`src/rtl/axi4_lite_master.sv`:
```
// AXI4-Lite master that turns single user commands into one AXI read or write
// transaction at a time and returns the completion on a rsp_* handshake.
module axi4_lite_master #(
  parameter int ADDR_WIDTH = 32,
  parameter int DATA_WIDTH = 32
) (
  input  logic                    ACLK,
  input  logic                    ARESETn,

  // User command / response side
  input  logic                    cmd_valid,
  output logic                    cmd_ready,
  input  logic                    cmd_write,
  input  logic [ADDR_WIDTH-1:0]   cmd_addr,
  input  logic [DATA_WIDTH-1:0]   cmd_wdata,
  input  logic [DATA_WIDTH/8-1:0] cmd_wstrb,
  output logic                    rsp_valid,
  input  logic                    rsp_ready,
  output logic                    rsp_write,
  output logic [DATA_WIDTH-1:0]   rsp_rdata,
  output logic [1:0]              rsp_resp,

  // AXI4-Lite write address / data / response
  output logic [ADDR_WIDTH-1:0]   AWADDR,
  output logic                    AWVALID,
  input  logic                    AWREADY,
  output logic [DATA_WIDTH-1:0]   WDATA,
  output logic [DATA_WIDTH/8-1:0] WSTRB,
  output logic                    WVALID,
  input  logic                    WREADY,
  input  logic [1:0]              BRESP,
  input  logic                    BVALID,
  output logic                    BREADY,

  // AXI4-Lite read address / data
  output logic [ADDR_WIDTH-1:0]   ARADDR,
  output logic                    ARVALID,
  input  logic                    ARREADY,
  input  logic [DATA_WIDTH-1:0]   RDATA,
  input  logic [1:0]              RRESP,
  input  logic                    RVALID,
  output logic                    RREADY,

  // Current FSM state, for checkers and debug
  output logic [2:0]              dbg_state
);

  localparam int STRB_WIDTH = DATA_WIDTH / 8;

  // Handshake rule on every channel: a transfer happens on the rising edge where
  // valid && ready; a raised valid and its payload hold until that edge, and no
  // valid or ready driven here is a combinational function of the peer's signal.

  typedef enum logic [2:0] {
    IDLE    = 3'd0,
    WR_REQ  = 3'd1,
    WR_RESP = 3'd2,
    RD_REQ  = 3'd3,
    RD_DATA = 3'd4,
    RSP     = 3'd5
  } state_e;

  state_e                state_q,     state_d;
  logic                  cmd_ready_q, cmd_ready_d;
  logic                  awvalid_q,   awvalid_d;
  logic                  wvalid_q,    wvalid_d;
  logic                  arvalid_q,   arvalid_d;
  logic                  bready_q,    bready_d;
  logic                  rready_q,    rready_d;
  logic                  rsp_valid_q, rsp_valid_d;
  logic [ADDR_WIDTH-1:0] awaddr_q,    awaddr_d;
  logic [ADDR_WIDTH-1:0] araddr_q,    araddr_d;
  logic [DATA_WIDTH-1:0] wdata_q,     wdata_d;
  logic [STRB_WIDTH-1:0] wstrb_q,     wstrb_d;
  logic                  rsp_write_q, rsp_write_d;
  logic [DATA_WIDTH-1:0] rsp_rdata_q, rsp_rdata_d;
  logic [1:0]            rsp_resp_q,  rsp_resp_d;

  always_comb begin
    state_d     = state_q;
    awvalid_d   = awvalid_q;
    wvalid_d    = wvalid_q;
    arvalid_d   = arvalid_q;
    awaddr_d    = awaddr_q;
    araddr_d    = araddr_q;
    wdata_d     = wdata_q;
    wstrb_d     = wstrb_q;
    rsp_write_d = rsp_write_q;
    rsp_rdata_d = rsp_rdata_q;
    rsp_resp_d  = rsp_resp_q;

    case (state_q)
      IDLE: begin
        if (cmd_valid && cmd_ready_q) begin
          if (cmd_write) begin
            state_d   = WR_REQ;
            awvalid_d = 1'b1;
            wvalid_d  = 1'b1;
            awaddr_d  = cmd_addr;
            wdata_d   = cmd_wdata;
            wstrb_d   = cmd_wstrb;
          end else begin
            state_d   = RD_REQ;
            arvalid_d = 1'b1;
            araddr_d  = cmd_addr;
          end
        end
      end

      WR_REQ: begin
        // AW and W retire independently; leave once both have been taken.
        if (awvalid_q && AWREADY) awvalid_d = 1'b0;
        if (wvalid_q && WREADY)   wvalid_d  = 1'b0;
        if (!awvalid_d && !wvalid_d) state_d = WR_RESP;
      end

      WR_RESP: begin
        if (BVALID && bready_q) begin
          rsp_resp_d  = BRESP;
          rsp_write_d = 1'b1;
          rsp_rdata_d = '0;
          state_d     = RSP;
        end
      end

      RD_REQ: begin
        if (arvalid_q && ARREADY) begin
          arvalid_d = 1'b0;
          state_d   = RD_DATA;
        end
      end

      RD_DATA: begin
        if (RVALID && rready_q) begin
          rsp_rdata_d = RDATA;
          rsp_resp_d  = RRESP;
          rsp_write_d = 1'b0;
          state_d     = RSP;
        end
      end

      RSP: begin
        if (rsp_ready) state_d = IDLE;
      end

      default: state_d = IDLE;
    endcase

    // Per-state strobes are registered from the next state so they line up with it.
    cmd_ready_d = (state_d == IDLE);
    bready_d    = (state_d == WR_RESP);
    rready_d    = (state_d == RD_DATA);
    rsp_valid_d = (state_d == RSP);
  end

  always_ff @(posedge ACLK) begin
    if (!ARESETn) begin
      state_q     <= IDLE;
      cmd_ready_q <= 1'b0;
      awvalid_q   <= 1'b0;
      wvalid_q    <= 1'b0;
      arvalid_q   <= 1'b0;
      bready_q    <= 1'b0;
      rready_q    <= 1'b0;
      rsp_valid_q <= 1'b0;
      awaddr_q    <= '0;
      araddr_q    <= '0;
      wdata_q     <= '0;
      wstrb_q     <= '0;
      rsp_write_q <= 1'b0;
      rsp_rdata_q <= '0;
      rsp_resp_q  <= 2'b00;
    end else begin
      state_q     <= state_d;
      cmd_ready_q <= cmd_ready_d;
      awvalid_q   <= awvalid_d;
      wvalid_q    <= wvalid_d;
      arvalid_q   <= arvalid_d;
      bready_q    <= bready_d;
      rready_q    <= rready_d;
      rsp_valid_q <= rsp_valid_d;
      awaddr_q    <= awaddr_d;
      araddr_q    <= araddr_d;
      wdata_q     <= wdata_d;
      wstrb_q     <= wstrb_d;
      rsp_write_q <= rsp_write_d;
      rsp_rdata_q <= rsp_rdata_d;
      rsp_resp_q  <= rsp_resp_d;
    end
  end

  assign cmd_ready = cmd_ready_q;
  assign rsp_valid = rsp_valid_q;
  assign rsp_write = rsp_write_q;
  assign rsp_rdata = rsp_rdata_q;
  assign rsp_resp  = rsp_resp_q;
  assign AWADDR    = awaddr_q;
  assign AWVALID   = awvalid_q;
  assign WDATA     = wdata_q;
  assign WSTRB     = wstrb_q;
  assign WVALID    = wvalid_q;
  assign BREADY    = bready_q;
  assign ARADDR    = araddr_q;
  assign ARVALID   = arvalid_q;
  assign RREADY    = rready_q;
  assign dbg_state = state_q;

endmodule

```
`config.mk`:
```
export PLATFORM = sky130hd
export DESIGN_NAME = axi4_lite_master
export DESIGN_NICKNAME = d
export VERILOG_FILES = /design/src/rtl/axi4_lite_master.sv
export SDC_FILE = /design/constraint.sdc
export NUM_CORES = 1
export LEC_CHECK = 0
export BUFFER_PORTS_ARGS = -buffer_cell sky130_fd_sc_hd__buf_2
export CAP_MARGIN = 20
export CELL_PAD_IN_SITES_DETAIL_PLACEMENT = 2
export CELL_PAD_IN_SITES_GLOBAL_PLACEMENT = 2
export CORE_MARGIN = 3
export CORE_UTILIZATION = 23
export CTS_CLUSTER_DIAMETER = 60
export CTS_CLUSTER_SIZE = 12
export DETAILED_ROUTE_END_ITERATION = 12
export GPL_TIMING_DRIVEN = 0
export PLACE_DENSITY_LB_ADDON = 0.1
export SYNTH_ARGS = -nofsm -noshare
export SYNTH_HDL_FRONTEND = slang
export SYNTH_SLANG_ARGS = --single-unit
export TNS_END_PERCENT = 10
```
`constraint.sdc`:
```
create_clock -name ACLK -period 1.6 [get_ports ACLK]
set_clock_uncertainty 0.05 [all_clocks]
set_input_delay 0.32 -clock ACLK [delete_from_list [all_inputs] [get_ports ACLK]]
set_output_delay 0.32 -clock ACLK [all_outputs]
set_load 0.01 [all_outputs]
```
==> results of run 1 <==
-- through the flow --
step / hold slack [ps] / worst slack (ps) / util / TNS (ps) / instances
2_1_floorplan: 404.8 / -67.44 / - / -1689 / 651
3_3_place_gp: 387.8 / -512.9 / 0.3070 / -44050 / 1227
3_5_place_dp: 405.5 / -666.4 / 0.3070 / -56860 / 1227
4_1_cts: 82.94 / -147.5 / 0.3400 / -6093 / 1266
5_1_grt: 81.52 / -161.5 / 0.3553 / -7524 / 1277
6_report: 90.07 / -119.8 / 0.3553 / -2881 / 1277
-- per-layer routing --
layer  wire length (um)  vias up  track usage
met5                  7        -            0
met4                279        2      0.04849
met3               1427       18      0.05412
met2              11420      146       0.3008
met1               9375     2708       0.1908
li1                   -     2742            -
-- critical path, delay by kind of cell (launching register included) --
| kind | cells | cell delay, ps |
|---|---|---|
| DFF | 1 | 380 |
| and+or+nand+nor | 4 | 1200 |
-- what timing repair did --
action / 4_1_cts / 5_1_grt
resized for setup: 68 / 93
hold endpoints to repair: 0 / 0
setup buffers: 7 / 6
gates cloned: 0 / 4
setup endpoints to repair: 144 / 132
pin swaps: 2 / 35
-- power breakdown --
part / switching (mW) / internal [mW]
Clock: 1.68 / 2.10
Sequential: 0.210 / 3.89
Combinational: 1.07 / 0.812
-- final cells by class --
type | count | area, um^2
tap | 319 | 399.1
timing repair buffer | 274 | 1488
buffer | 49 | 362.8
fill | 2735 | 15180
inverter | 2 | 7.507
clock buffer | 20 | 456.7
multi-input combinational | 454 | 2633
sequential | 145 | 2914
antenna | 2 | 5.005
clock inverter | 12 | 100.1
-- worst max path at each step --
| stage | end | slack, ps | cells after the start |
|---|---|---|---|
| 3_5_place_dp | WDATA[1] | -670 | 4 |
| 3_3_place_gp | AWADDR[28] | -510 | 4 |
| 4_1_cts | cmd_ready | -150 | 5 |
| 2_1_floorplan | cmd_ready | -70 | 5 |
| 5_1_grt | ARADDR[2] | -160 | 5 |
| 6_report | cmd_ready | -120 | 4 |
-- cell families (layout without fill, tap and decap cells) --
| logic type | count (synthesis) | after routing | share of synthesized area |
|---|---|---|---|
| simple gates | 302 | 302 | 0.2285 |
| compound gates | 150 | 150 | 0.2028 |
| flops | 145 | 145 | 0.5239 |
| buf+inv | 52 | 357 | 0.04110 |
| mux | 2 | 2 | 0.003614 |
| other cells | 0 | 2 | 0 |
-- registers in the layout, indices dropped and copies added, names as in the netlist --
name / count
rsp_rdata: 32
RREADY: 1
BREADY: 1
WSTRB: 4
rsp_resp: 2
rsp_valid: 1
ARADDR: 32
cmd_ready: 1
WDATA: 32
ARVALID: 1
WVALID: 1
AWVALID: 1
rsp_write: 1
dbg_state: 3
AWADDR: 32
-- placed cells by master (no fill, tap or decap), types with 2 or more instances in the layout --
cell type / count
clkbuf_2: 6
inv_6: 5
nand3_2: 17
clkbuf_8: 3
a21boi_1: 41
nand3_1: 14
buf_2: 259
a21boi_2: 12
a21boi_0: 83
nand2b_1: 5
nand3_4: 2
buf_4: 20
clkinv_4: 3
diode_2: 2
and3b_1: 2
clkbuf_16: 21
nor2_1: 2
and4_1: 2
buf_8: 5
o21ai_0: 3
clkinvlp_4: 4
o211a_1: 2
a21oi_1: 5
nor2b_1: 3
dfxtp_4: 3
nor3b_4: 2
nand4_1: 2
buf_6: 8
inv_1: 2
clkbuf_1: 19
nand2_1: 240
dfxtp_1: 142
==> flow_metrics.py, run 1 <==
metrics = {
    "setup_path": {
        "cp.required_ps": 1850,
        "startpoint_type": "register",
        "crit_path_start": "dbg_state[2]",
        "path_class": "register to register",
        "slowest_delay_ps": 560,
        "rr_endpoint": "cmd_ready",
        "path_cells": "or2_4, or4_4, and4_4, and4_1",
        "worstSetupEndpointType": "register",
        "crit_arrival_ps": 1970,
        "rr_worst_depth": 4,
        "reg2reg_setup_slack_ps": -120,
        "r2r-start": "dbg_state[2]",
        "cp_slowest_cell": "or4_4",
        "worstPathMaxFanout": 5,
    },
    "yosys": {
        "netlist_area_um2": 5540,
        "avgSynthCellArea_um2": 8.510,
        "synth-seq-area-share": 0.5239,
        "ys_ff_latch": 145,
        "yosysTopAreaCell": "dfxtp_1",
        "synth_area_leaders": "dfxtp_1 52%, a21boi_0 17%, nand2_1 16%, nand3_1 3.0%, clkbuf_1 2.1%",
        "synth_common_cells": "240 x nand2_1, 145 x dfxtp_1, 129 x a21boi_0, 33 x nand3_1, 31 x clkbuf_1",
        "synthArstFlopShare": 0,
        "yosys.cell_types.count": 34,
        "synth_most_common_cell": "nand2_1",
        "yosys.area.top_type_share": 0.5239,
        "synth_edf_count": 0,
        "synth_ff_type": "dfxtp_1",
        "syn_nets": 765,
        "yosysWarnings": 0,
        "synth_cells": 651,
    },
    "routing": {
        "ant_nets": 0,
        "totalWireLength_mm": 22.51,
        "num_vias": 5616,
        "via_per_inst": 4.398,
        "first_pass_iters": 4,
        "drc_errors": 0,
        "wl_per_cell_um": 17.63,
        "drt_iter0_markers": 141,
    },
    "timing": {
        "setup_viol": 38,
        "period_minus_slack_ps": 1720,
        "finalWorstSetupSlack_ps": -119.8,
        "fin_crit_sh": 1.075,
        "fmax_ghz": 0.5814,
        "hold_viol": 0,
        "relSlewSlack": 0.6266,
        "maxSlewViolCount": 0,
        "rsz0062_at_grt": "true",
        "tightest_slew_ps": 560.1,
    },
    "clock_network": {
        "cts.path.max_buffers": 2,
        "clock_sinks": 145,
        "clkSlewWorstSetupHoldPaths_ps": 70,
        "insertion_delay_ps": 410,
        "ctsHtreeMaxLevel": 4,
        "cts_made_buffers": 17,
        "holdBufCountCts": 0,
        "cts_root_buf": "clkbuf_16",
        "cts_tree": "built",
    },
    "global_route": {
        "grt_pass1_wl_mm": 34.44,
        "gr-usage-all-layers": 0.1677,
        "grt_max_degree": 17,
        "antenna_found_initial": 3,
        "grt_pass1_vias": 6308,
        "overflow": 0,
    },
    "floorplanning": {
        "pin_count": 259,
        "initial_core_util": 0.2353,
        "core_area_um2": 23540,
        "num_rows": 56,
        "fp.dieH_um": 161.2,
        "fp.dieW_um": 161.2,
        "fp.dieArea_um2": 25990,
    },
    "placement": {
        "port-buffer-count": 257,
        "place.detailed.hpwl_mm": 17.51,
        "gp_congestion": 0.7683,
        "postPlaceCellArea_um2": 7228,
    },
    "power_and_ir_drop": {
        "p_leak_nw": 3.566,
        "ir_worst_vdd_v": 0.0005855,
        "power.density_nw_per_um2": 1166,
        "totalPowerFinal_mw": 9.757,
    },
    "status": {
        "status": "finished with violations",
        "failed_checks": "negative setup slack",
    },
    "hold_path": {
        "worstHoldEndpoint": "rsp_rdata[9]",
        "holdCritPathClass": "primary input to register",
        "hold_start": "RDATA[9]",
        "worstHoldPathCells": 3,
    },
    "layout": {
        "design_area_um2": 8366,
        "drive_gt1_frac": 0.3996,
        "area_growth_pct": 50.99,
        "layout.nets": 1057,
    },
    "job": {
        "cap_violations": 0,
    },
}
Note: power is estimated with default switching activity, not from simulation.
==> inputs of run 2 (changes only) <==
SKIP_LAST_GASP = 1   (was default)
==> run 2 against run 1 <==
  * The run still ends with negative setup slack left
  * Sequential share of layout area is 0.35 points higher
  * Core utilization is 0.36 points lower
  * Cell count is 0.70% higher
  * Register-to-register slack better by 20 ps
  * Combinational power hardly changed
  * Fmax is 1.1% higher
  * Global-route usage hardly changed
  * Critical path type unchanged
  * Critical endpoint unchanged
==> flow_metrics.py, run 2 (synthesis results as in run 1) <==
metrics = {
    "status": {
        "status": "finished with violations",
        "failed_checks": "negative setup slack",
    },
    "setup_path": {
        "worstPathMaxFanout": 5,
        "path_buf_inv": 0,
        "crit_arrival_ps": 1960,
        "crit_family": "simple AND/OR/NAND/NOR gates",
        "startpoint_type": "register",
        "crit_cells": 4,
        "cp.required_ps": 1850,
        "slowest_delay_ps": 560,
        "reg2reg_setup_slack_ps": -100,
        "worstSetupEndpointType": "register",
        "rr_endpoint": "cmd_ready",
        "rr_worst_depth": 4,
        "crit_path_start": "dbg_state[2]",
        "path_cells": "or2_4, or4_4, and4_4, and4_1",
        "r2r-start": "dbg_state[2]",
        "cp_slowest_cell": "or4_4",
        "path_class": "register to register",
        "crit_path_end": "cmd_ready",
    },
    "timing": {
        "fmax_ghz": 0.5879,
        "maxSlewViolCount": 0,
        "rsz0062_at_grt": "true",
        "fin_crit_sh": 1.063,
        "period_minus_slack_ps": 1701,
        "finalWorstSetupSlack_ps": -101.1,
        "hold_viol": 0,
        "fin_tns_setup_ps": -3996,
        "tightest_slew_ps": 523.0,
        "relSlewSlack": 0.6513,
        "setup_viol": 76,
    },
    "floorplanning": {
        "fp.dieW_um": 161.2,
        "fp.dieH_um": 161.2,
        "num_rows": 56,
        "fp.dieArea_um2": 25990,
        "core_area_um2": 23540,
        "initial_core_util": 0.2353,
        "pin_count": 259,
    },
    "clock_network": {
        "insertion_delay_ps": 410,
        "cts_made_buffers": 17,
        "ctsHtreeMaxLevel": 4,
        "clock_sinks": 145,
        "clkSlewWorstSetupHoldPaths_ps": 70,
        "cts.path.max_buffers": 2,
        "holdBufCountCts": 0,
        "cts_tree": "built",
        "cts_root_buf": "clkbuf_16",
    },
    "layout": {
        "drive_gt1_frac": 0.3830,
        "fin_cells": 1286,
        "mostFrequentLayoutCell": "buf_2",
        "layout.nets": 1067,
        "final_cell_mix": "259 x buf_2, 236 x nand2_1, 142 x dfxtp_1",
        "area_growth_pct": 49.48,
        "fin_util": 0.3518,
    },
    "routing": {
        "wl_per_cell_um": 17.61,
        "num_vias": 5659,
        "drc_errors": 0,
        "ant_nets": 0,
        "drt_iter0_markers": 147,
        "first_pass_iters": 4,
        "totalWireLength_mm": 22.64,
        "via_per_inst": 4.400,
    },
    "placement": {
        "place.detailed.hpwl_mm": 17.51,
        "gp_congestion": 0.7683,
        "port-buffer-count": 257,
        "post-place-cells": 1227,
    },
    "global_route": {
        "antenna_found_initial": 2,
        "overflow": 0,
        "gr-usage-all-layers": 0.1676,
        "grt_max_degree": 17,
        "grt_pass1_vias": 6312,
        "grt_pass1_wl_mm": 34.42,
    },
    "hold_path": {
        "holdCritPathClass": "primary input to register",
    },
    "job": {
        "cap_violations": 0,
    },
    "power_and_ir_drop": {
        "totalPowerFinal_mw": 9.731,
        "power.density_nw_per_um2": 1175,
        "p_leak_nw": 3.594,
        "ir_worst_vdd_v": 0.0005801,
    },
}
[run 2: cell count changes in the layout (fill, tap and decap cells not counted), moves of 4 or more]
cell      delta
nand2_1      -4
nand3_1     +16
nand3_2     -14
a21boi_1    -17
buf_4        +8
a21boi_2     -7
a21boi_0    +24
clkbuf_2     +4
[run 2: report_power, final]
group	total [mW]	internal, mW	leakage [nW]	switching (mW)
clock network	3.78	2.10	0.261	1.68
registers	4.09	3.89	1.17	0.204
logic	1.87	0.805	2.16	1.06
[run 2: layout make-up]
type,count,area [um^2]
fill,2740,15260
buffer,49,335.3
tap,319,399.1
sequential,145,2914
clock inverter,12,100.1
inverter,2,7.507
clock buffer,20,456.7
multi-input combinational,454,2524
antenna,1,2.502
timing repair buffer,284,1543
[run 2: metal layers]
metal	vias to the layer above	wire length, um	share of wire	GRT usage
met5	-	7	0.00031	0
met4	2	315	0.014	0.04849
met3	20	1464	0.065	0.05412
met2	152	11420	0.50	0.3006
met1	2727	9436	0.42	0.1908
li1	2758	-	-	-
[run 2: metrics by stage]
step	worst slack, ps	hold WS, ps	cell area (um^2)
floorplan	-67.44	404.8	5543
CTS	-147.5	82.94	7969
detailed placement	-666.4	405.5	7228
global placement	-512.9	387.8	7228
global route	-204.2	89.73	8282
finish	-101.1	102.7	8282
[run 2: worst min-delay path by stage]
stage	start	endpoint	slack (ps)	cells past startpoint
CTS	cmd_wdata[23]	WDATA[23]	80	3
global placement	rsp_rdata[18]	rsp_rdata[18]	390	2
floorplan	cmd_addr[11]	ARADDR[11]	400	2
detailed placement	ARADDR[19]	ARADDR[19]	410	2
finish	cmd_wdata[17]	WDATA[17]	100	3
global route	cmd_wdata[18]	WDATA[18]	90	3
[run 2: worst reg2reg max path: cells and delay by family, from the launching register on]
kind | cells | cell delay, ps
and+or+nand+nor | 4 | 1200
DFF | 1 | 370
[run 2: repair_timing]
action,CTS,global route
endpoints found under the setup margin,144,136
pin swaps,2,14
cloned,0,4
setup buffers,7,16
endpoints found under the hold margin,0,0
gates resized for setup,49,58
